**src/rtl/spi_reg_ctrl.sv**
```systemverilog
// SPI command sequencer: decodes 32-bit host transfers into a 32-entry register bank
// shared with periodic encoder snapshots. Optional feature macro: CMD_PARITY_EN.
module spi_reg_ctrl #(
    parameter int          SYNC_STAGES = 2,
    parameter logic [31:0] ERR_WORD    = 32'hFFFF_FFFF
) (
    input  logic        clk,
    input  logic        reset,
    input  logic        spi_cs,
    input  logic [31:0] spi_q,
    output logic [31:0] spi_d,
    input  logic        enc_valid,
    input  logic [15:0] enc_left,
    input  logic [15:0] enc_right,
    output logic        cfg_we,
    output logic [4:0]  cfg_adr,
    output logic [11:0] cfg_wd
);

    typedef enum logic [1:0] {IDLE, DECODE, RD_WAIT, RESP} state_t;

    state_t state, state_n;

    logic [SYNC_STAGES-1:0] cs_sync;
    logic                   cs_d;
    logic                   cmd_stb;

    logic [31:0] cmd;
    logic [4:0]  rd_adr;
    logic [31:0] resp, resp_n;
    logic        skip_cnt, skip_cnt_n;
    logic [31:0] bank [0:31];
    logic        enc_ovr, busy_err, par_err;
    logic [15:0] cmd_count;
    logic        pend;
    logic [31:0] pend_data;

    logic        host_we, clr_sticky, par_set, drain;
    logic        parity_ok;
    logic        re;
    logic [4:0]  adr;
    logic [11:0] wd;
    logic [31:0] echo, status;

    // Sync flops reset high so an idle (high) CS after reset is not seen as an edge.
    always_ff @(posedge clk or posedge reset) begin
        if (reset) begin
            cs_sync <= '1;
            cs_d    <= 1'b1;
        end else begin
            cs_sync <= {cs_sync[SYNC_STAGES-2:0], spi_cs};
            cs_d    <= cs_sync[SYNC_STAGES-1];
        end
    end

    assign cmd_stb = cs_sync[SYNC_STAGES-1] & ~cs_d;

    assign re     = cmd[31];
    assign adr    = cmd[30:26];
    assign wd     = cmd[25:14];
    assign echo   = {1'b0, adr, wd, 14'b0};
    assign status = {enc_ovr, busy_err, par_err, 13'b0, cmd_count};

`ifdef CMD_PARITY_EN
    assign parity_ok = ~^cmd;
`else
    assign parity_ok = 1'b1;
    logic unused_cmd_bits;
    assign unused_cmd_bits = &{1'b0, cmd[13:0]};
`endif

    always_ff @(posedge clk or posedge reset) begin
        if (reset) state <= IDLE;
        else       state <= state_n;
    end

    always_comb begin
        state_n    = state;
        resp_n     = resp;
        skip_cnt_n = skip_cnt;
        host_we    = 1'b0;
        clr_sticky = 1'b0;
        par_set    = 1'b0;
        case (state)
            IDLE: if (cmd_stb) state_n = DECODE;
            DECODE: begin
                skip_cnt_n = 1'b0;
                if (!parity_ok) begin
                    resp_n     = ERR_WORD;
                    par_set    = 1'b1;
                    skip_cnt_n = 1'b1;
                    state_n    = RESP;
                end else if (re) begin
                    state_n = RD_WAIT;
                end else begin
                    resp_n  = echo;
                    state_n = RESP;
                    if (adr == 5'd31)      clr_sticky = 1'b1;
                    else if (adr != 5'd0)  host_we    = 1'b1;
                end
            end
            RD_WAIT: begin
                resp_n  = (rd_adr == 5'd31) ? status : bank[rd_adr];
                state_n = RESP;
            end
            RESP:    state_n = IDLE;
            default: state_n = IDLE;
        endcase
    end

    // Snapshot may use the bank port whenever the host is not writing it.
    assign drain = pend && (state != DECODE);

    always_ff @(posedge clk or posedge reset) begin
        if (reset) begin
            cmd       <= '0;
            rd_adr    <= '0;
            resp      <= '0;
            skip_cnt  <= 1'b0;
            spi_d     <= '0;
            cmd_count <= '0;
            cfg_we    <= 1'b0;
            cfg_adr   <= '0;
            cfg_wd    <= '0;
        end else begin
            resp     <= resp_n;
            skip_cnt <= skip_cnt_n;
            cfg_we   <= host_we;
            if (state == IDLE && cmd_stb) cmd <= spi_q;
            if (state == DECODE)          rd_adr <= adr;
            if (host_we) begin
                cfg_adr <= adr;
                cfg_wd  <= wd;
            end
            if (state == RESP) begin
                spi_d <= resp;
                if (!skip_cnt) cmd_count <= cmd_count + 16'd1;
            end
        end
    end

    always_ff @(posedge clk or posedge reset) begin
        if (reset) begin
            for (int i = 0; i < 32; i++) bank[i] <= '0;
        end else begin
            if (host_we) bank[adr] <= {20'b0, wd};
            if (drain)   bank[0]   <= pend_data;
        end
    end

    always_ff @(posedge clk or posedge reset) begin
        if (reset) begin
            pend      <= 1'b0;
            pend_data <= '0;
        end else if (enc_valid) begin
            pend      <= 1'b1;
            pend_data <= {enc_left, enc_right};
        end else if (drain) begin
            pend <= 1'b0;
        end
    end

    // Sticky flags: a set in the same cycle as a clear wins.
    always_ff @(posedge clk or posedge reset) begin
        if (reset) begin
            enc_ovr  <= 1'b0;
            busy_err <= 1'b0;
            par_err  <= 1'b0;
        end else begin
            enc_ovr  <= (enc_valid && pend && !drain) | (enc_ovr  & ~clr_sticky);
            busy_err <= (cmd_stb && state != IDLE)    | (busy_err & ~clr_sticky);
            par_err  <= par_set                       | (par_err  & ~clr_sticky);
        end
    end

endmodule

```
**config.mk**
```make
export PLATFORM = sky130hd
export DESIGN_NAME = spi_reg_ctrl
export DESIGN_NICKNAME = d
export VERILOG_FILES = /design/src/rtl/spi_reg_ctrl.sv
export SDC_FILE = /design/constraint.sdc
export NUM_CORES = 1
export LEC_CHECK = 0
export BUFFER_PORTS_ARGS = -buffer_cell sky130_fd_sc_hd__buf_2
export CORE_MARGIN = 2
export CORE_UTILIZATION = 30
export CTS_CLUSTER_SIZE = 14
export DETAILED_ROUTE_END_ITERATION = 10
export GPL_TIMING_DRIVEN = 0
export PLACE_DENSITY = 0.43
export SLEW_MARGIN = 20
export SYNTH_ARGS = -nofsm -noshare
export SYNTH_HDL_FRONTEND = slang
export SYNTH_SLANG_ARGS = --single-unit
```
**constraint.sdc**
```tcl
create_clock -name clk -period 29.8 [get_ports clk]
set_input_delay 4.47 -clock clk [delete_from_list [all_inputs] [get_ports clk]]
set_output_delay 4.47 -clock clk [all_outputs]
set_load 0.005 [all_outputs]
```
Word-level counts from Yosys, hierarchy flattened:

Index checks and enable logic that the tools add are counted.

* register bits: 1200
* input bits: 68
* output and inout bits: 50
* word-level logic and storage cells: 107

* $add $sub $neg: 1
* magnitude comparators: 3
* equal/unequal tests: 8
* multiplexer cells: 23
* bitwise logic cells: 10
* reductions and logical operators: 14

Operators by type and width (number)
* $bwmux 1024: 1
* $mux 1024: 1
* $mux 32: 6
* $bmux 32 s5: 1
* $demux 32 s5: 1
* $pmux 32 s2: 1
* $add 16x1->16 const B: 1
* $ge 6x6->1 const B: 2
* $not 5->6: 2
* $eq 5x5->1 const B: 2
* $mux 1: 10
* $pmux 2 s4: 1
* $reduce_bool 2->1: 4
* $logic_and 1x1->1: 6
* $lt 6x1->1 const B: 1
* $reduce_bool 5->1: 1
* $and 1x1->1: 4
* $eq 2x2->1 const B: 2
* $ne 2x2->1 const B: 2
* $eq 2x1->1 const B: 1
* $logic_not 2->1: 1
* $mux 2: 1
* $ne 2x1->1 const B: 1
* $not 1->1: 2
* 3 further kinds: 4

Longest topological paths before layout:

Gate-level depths: netlist of run 1.

* depth after elaboration: 8
* mapped depth: 9
* depth with buffers taken out: 7

Worst setup path before layout of run 1:

OpenSTA, ideal clock, no wires.

* kind: input port to flip-flop
* start point: input port enc_valid
* end point: register pend_data[10]
* library setup time: 0.125 ns
* arrival time: 5.409 ns
* required time: 29.675 ns
* slack: 24.266 ns
* stages: 3
* path buffers: 2
* path through: clkbuf_1 buf_1 mux2_2

RTL lines
* from (decl): RTL line 12 `input logic enc_valid,`
* to (signal assigned): RTL line 157 `pend_data <= {enc_left, enc_right};`
* to (decl): RTL line 36 `logic [31:0] pend_data;`

No word-level cell between the ends.

Final worst setup path of run 1:

* start point: register spi_d[2]
* end point: output port spi_d[2]

RTL lines
* from (decl): RTL line 11 `output logic [31:0] spi_d,`
* from (signal assigned): RTL line 136 `spi_d <= resp;`

No word-level cell between the ends.

==> results.yml, run 1 <==
synthesis:
  syn_nets: 1864
  ys_async_sr_fraction_pct: 100.0
  synthAdderAreaFrac_pct: 0.2509
  synthFlopType: "dfrtp_1"
  synth_compound_area_share_pct: 5.144
  synthesis.area_sq_um: 24930
  synth_xor_area_share_pct: 0.5269
  synth.ff_latch_count: 566
  synth_edf_count: 0
  synth_cell_types: 55
  synth_cells: 1791
  yosys_warnings: 0
  yosysSeqAreaShare_pct: 56.82
  synth_top_family_by_area: "multiplexers"
  muxShareOfSynthArea_pct: 30.57
  synth.most_common_cell: "dfrtp_1"
  synth_top_area_share_pct: 56.50
  synthTopCellsByArea: "dfrtp_1 57%, mux2_2 21%, mux2i_1 6.2%"
  synth_top_area_cell: "dfrtp_1"
  synth_common_cells: "563 x dfrtp_1, 476 x mux2_2, 154 x mux2i_1, 83 x clkbuf_1, 75 x a22oi_1"
  synth.avg_cell_area_sq_um: 13.92
  synth-simple-area-share_pct: 3.503
pwr:
  power_density_nw_per_um2: 105.9
  vdd_drop_max_v: 0.00004388
  p_leak_nw: 13.76
sta:
  rsz0062_at_grt: "no"
  whs_ns: 0.3560
  period_share_pct: 18.96
  max_freq_mhz: 177.0
  finalHoldViolations: 0
  finalClockSkew_ns: 0.02969
  min_period_ns: 5.650
  slew_viol_final: 0
  setup_viol: 0
  setup_tns_ns: 0
  tightest_slew_ns: 1.136
  relSlewSlack_pct: 24.29
critical_path:
  cp.arrival_ns: 1.18
  slowest_stage: "dfrtp_1"
  crit_family: "flip-flops"
  worstSetupStartpointType: "register"
  r2r_slack_ns: 26.48
  crit_fanout: 2
  critPathCaptureType: "primary output"
  path_cells: "buf_2"
  worst_ep_required_time_ns: 25.33
  crit_buf_inv: 1
  slowest_delay_ns: 0.43
  critPathKind: "reg -> out"
final_layout:
  area_growth_pct: 17.17
  layout-drive-gt1-share_pct: 38.81
  final_nets: 2044
place:
  gp_congestion: 0.8007
  io_buffer_count: 102
  hpwl_mm: 56.32
drt:
  route.met2.wl_mm: 37.27
  drt_iter0_markers: 868
  drtAntennaViolNets: 0
  wl_met1_mm: 37.54
  first_pass_iters: 5
  drc: 0
  wirelength_mm: 80.03
  num_vias: 15640
  wl_per_cell_um: 25.88
  route.met3.wl_mm: 3.575
  highest_layer: "met4"
  viasPerCell: 5.057
floorplanning:
  ios: 118
  dieArea_sq_um: 85440
  fp.dieH_um: 292.3
  core_sq_um: 82240
  num_rows: 105
  start_util_pct: 30.32
  die_w_um: 292.3
global_route:
  grt_antenna_before_repair: 2
  gr-total-overflow: 0
  grt_pass1_wl_mm: 117.9
  grt_pass1_vias: 16600
  grt_max_degree: 104
  grt.total_usage_pct: 18.98
clocking:
  insertion_delay_ns: 0.62
  hold_buffers: 0
  clockRootBuffer: "clkbuf_16"
  clockBufferDepth: 3
  cts_resized: 0
  cts_buffers: 69
  clock_sinks: 566
  cts_max_level: 3
  cts_setup_buffers: 0
  cts_tree: "built"
  path_clk_slew_ns: 0.06
hold_path:
  hold_path.class: "reg -> reg"
job:
  cap_violations: 0
outcome:
  outcome: "finished clean"
state kept, by name (all words and copies together) (netlist names), 5 cells and up:
register and count:
rd_adr 5, pend_data 32, cfg_wd 12, cmd 18, cfg_adr 5, cmd_count 16, spi_d 32, resp 32
bank 404
layer usage:
layer  up-vias  global-route usage (%)
li1       6841                       -
met1      8324                   26.52
met2       370                   30.86
met3       102                   3.217
met4         0                   4.328
met5         -                       0
area by class of cell:
class	instances	area [sq um]
antenna	2	5.005
buffer	157	769.5
clock buffer	109	2152
clock inverter	11	90.09
fill	8071	53030
inverter	7	33.78
multi-input combinational	1061	9972
sequential	566	14170
tap	1070	1339
timing repair buffer	109	686.9
final timing paths:
| check | startpoint | endpoint | cells after the start |
|---|---|---|---|
| max in group asynchronous | reset | bank[68] | 4 |
| min in group asynchronous | reset | cfg_we | 2 |
| min | cs_sync[0] | cs_sync[1] | 0 |
| min reg2reg | cs_sync[0] | cs_sync[1] | 0 |
| max | spi_d[2] | spi_d[2] | 1 |
| max reg2reg | rd_adr[2] | resp[6] | 6 |
where the power goes:
group	total, mW	internal [mW]	switching [mW]
logic	1.11	0.448	0.663
clock network	0.830	0.495	0.335
registers	1.15	0.998	0.154
total	3.09	1.94	1.15
placed cells by master, fill, tap and decap left out, types with 4 or more instances in the layout:
cell type	instances
dfrtp_1	563
mux2_2	476
mux2i_1	154
buf_2	145
clkbuf_1	100
a22oi_1	75
clkbuf_16	73
nand2_1	62
a21oi_1	42
nor2_1	34
mux2_1	24
mux4_2	20
clkbuf_8	19
nor2b_1	17
a31oi_1	15
nand3_1	14
o21ai_0	12
xnor2_1	12
buf_4	11
buf_1	10
o21ai_1	10
nand4_1	8
buf_6	7
and3_1	6
inv_1	6
a22o_1	6
or4_1	6
buf_16	6
nand3b_1	5
and2_1	5
nor3_1	5
ha_1	5
clkinv_2	5
nand2b_1	4
a21o_1	4
o22ai_1	4
cells by family (layout without fill, tap and decap cells):
family / after synthesis / after routing
AOI/OAI and AO/OA: 190 / 190
xor gates and xnor gates: 15 / 15
adders and majority gates: 5 / 5
buffers and inverters: 164 / 393
DFF: 566 / 566
muxes: 674 / 674
other: 0 / 2
and+or+nand+nor: 177 / 177
metrics by stage:
step	utilization (%)	cells	setup WS [ns]	area (sq um)	power (mW)
finish	35.52	3092	24.15	29220	3.094
global route	35.52	3090	24.11	29210	3.268
CTS	35.50	3089	24.13	29200	3.133
detailed placement	32.78	2969	23.53	26960	2.288
global placement	32.57	2963	2.838	26780	2.265
floorplan	-	1791	9.504	24930	1.815
(Power assumes the default switching activity.)
==> run 2: changes to the inputs <==
==> constraint.sdc (replaced) <==
create_clock -name clk -period 5.8 [get_ports clk]
set_input_delay 0.87 -clock clk [delete_from_list [all_inputs] [get_ports clk]]
set_output_delay 0.87 -clock clk [all_outputs]
set_load 0.005 [all_outputs]
==> run 2 against run 1 <==
- utilization rose by 0.19 points
- clock-buffer cell count fell by 3
- combinational power rose to 5.2 times the previous value
- critical path type is now reg -> reg
- highest routed layer is now met5
==> results.yml, run 2 (synthesis gave the netlist of run 1 again) <==
place:
  dpl-instance-area_sq_um: 27180
  io_buffer_count: 102
  pre_cts_ws_ns: 2.414
  gp_congestion: 0.7891
  hpwl_mm: 57.50
drt:
  drt_iter0_markers: 996
  wl_per_cell_um: 25.91
  viasPerCell: 5.048
  wirelength_mm: 80.31
  num_vias: 15650
  first_pass_iters: 5
  drc: 0
  drtAntennaViolNets: 0
final_layout:
  mostFrequentLayoutCells: "563 x dfrtp_1, 476 x mux2_2, 154 x mux2i_1"
  fillCellCount: 8040
  fin_util_pct: 35.71
  postLayoutCellArea_sq_um: 29370
  final_common_cell: "dfrtp_1"
  layout-drive-gt1-share_pct: 39.03
  largest_reg_flops: 404
  final_nets: 2055
  largest_register: "bank"
  area_growth_pct: 17.79
sta:
  finalHoldViolations: 0
  period_share_pct: 60.62
  slew_viol_final: 0
  setup_viol: 0
  rsz0062_at_grt: "no"
  min_period_ns: 3.516
  finalClockSkew_ns: 0.03870
  tightest_slew_ns: 1.153
  relSlewSlack_pct: 23.16
  layout_setup_ws_ns: 2.284
  max_freq_mhz: 284.4
critical_path:
  worst_ep_required_time_ns: 6.29
  crit_fanout: 10
  critPathKind: "reg -> reg"
  rr_worst_depth: 7
  cp.arrival_ns: 4.00
  critPathCaptureType: "register"
  reg2reg_from: "rd_adr[1]"
  r2r_slack_ns: 2.28
  r2r_end: "resp[11]"
  worstSetupStartpointType: "register"
pwr:
  vdd_drop_max_v: 0.0002392
  total_power_mw: 15.90
  seqPwrFrac_pct: 37.3
  p_clk_share_pct: 26.5
  sw_frac_of_total_pct: 37.33
  cellInternalPower_mw: 9.965
  power_switching_mw: 5.937
  combPwrFrac_pct: 36.3
  p_leak_nw: 13.83
  power_density_nw_per_um2: 541.4
global_route:
  grt_pass1_vias: 16500
  grt_max_degree: 35
  gr-total-overflow: 0
  grt_antenna_before_repair: 5
  grt.total_usage_pct: 19.01
  grt_pass1_wl_mm: 117.7
clocking:
  clockRootBuffer: "clkbuf_16"
  hold_buffers: 0
  cts_max_level: 3
  path_clk_slew_ns: 0.06
  cts_setup_buffers: 0
  cts_tree: "built"
  clock_sinks: 566
  insertion_delay_ns: 0.61
  clockBufferDepth: 3
  cts_resized: 0
  cts_buffers: 68
floorplanning:
  core_sq_um: 82240
  die_w_um: 292.3
  fp.dieH_um: 292.3
  ios: 118
  start_util_pct: 30.32
  num_rows: 105
  dieArea_sq_um: 85440
hold_path:
  hold_path.class: "in -> async"
outcome:
  outcome: "finished clean"
job:
  cap_violations: 0
## run 2: stage by stage
step	std cells	hold slack [ns]	setup TNS [ns]
after floorplan	1791	0.3452	-1564.27
after global placement	2963	0.3503	-3491.90
after detailed placement	2982	0.3510	0
after CTS	3099	0.2912	0
after global routing	3099	0.3257	0
final	3100	0.3126	0
## run 2: worst max-delay path, cell delays in order, from the launching register on
cell      delay [ns]
dfrtp_1         0.46
nor2_1          0.16
clkbuf_1        0.79
clkbuf_1        0.67
a22oi_1         0.19
a21oi_1         0.55
nor3_1          0.20
a221o_1         0.35
## run 2: layout make-up
type,count,area (sq um),share of cell area [%]
diodes,1,2.502,0.008520
plain buffers,157,770.7,2.624
clock buffers,106,2057,7.004
clock inverters,11,125.1,0.4260
inverters,7,30.03,0.1022
multi-input cells,1061,9972,33.95
flip-flops and latches,566,14170,48.24
well taps,1070,1339,4.558
repair buffers,121,905.9,3.084
## run 2: metal layers
layer  share of wire, %  vias to the layer above  global-route usage (%)  wire length (um)
li1                   -                     6872                       -                 -
met1                 46                     8248                   26.28             36690
met2                 46                      397                   30.17             36920
met3                5.5                      129                   3.877              4398
met4                2.8                        4                   5.491              2277
met5              0.029                        -                       0                23
## run 2: worst max path at each step
stage / to / from / slack [ns]
2_1_floorplan: bank[0] / reset / -2.78
4_1_cts: resp[6] / rd_adr[1] / 2.39
3_3_place_gp: bank[835] / reset / -6.29
3_5_place_dp: resp[6] / rd_adr[1] / 2.41
6_report: resp[11] / rd_adr[1] / 2.28
5_1_grt: resp[11] / rd_adr[1] / 2.23
## run 2: power groups by stage
| stage | Combinational (mW) | Clock, mW | Sequential, mW |
|---|---|---|---|
| 6_report | 5.77 | 4.21 | 5.93 |
| 5_1_grt | 6.22 | 4.49 | 6.07 |
| 4_1_cts | 5.82 | 4.33 | 5.93 |
| 3_5_place_dp | 5.79 | 0 | 5.99 |
| 3_3_place_gp | 5.68 | 0 | 5.97 |
| 2_1_floorplan | 3.65 | 0 | 5.68 |
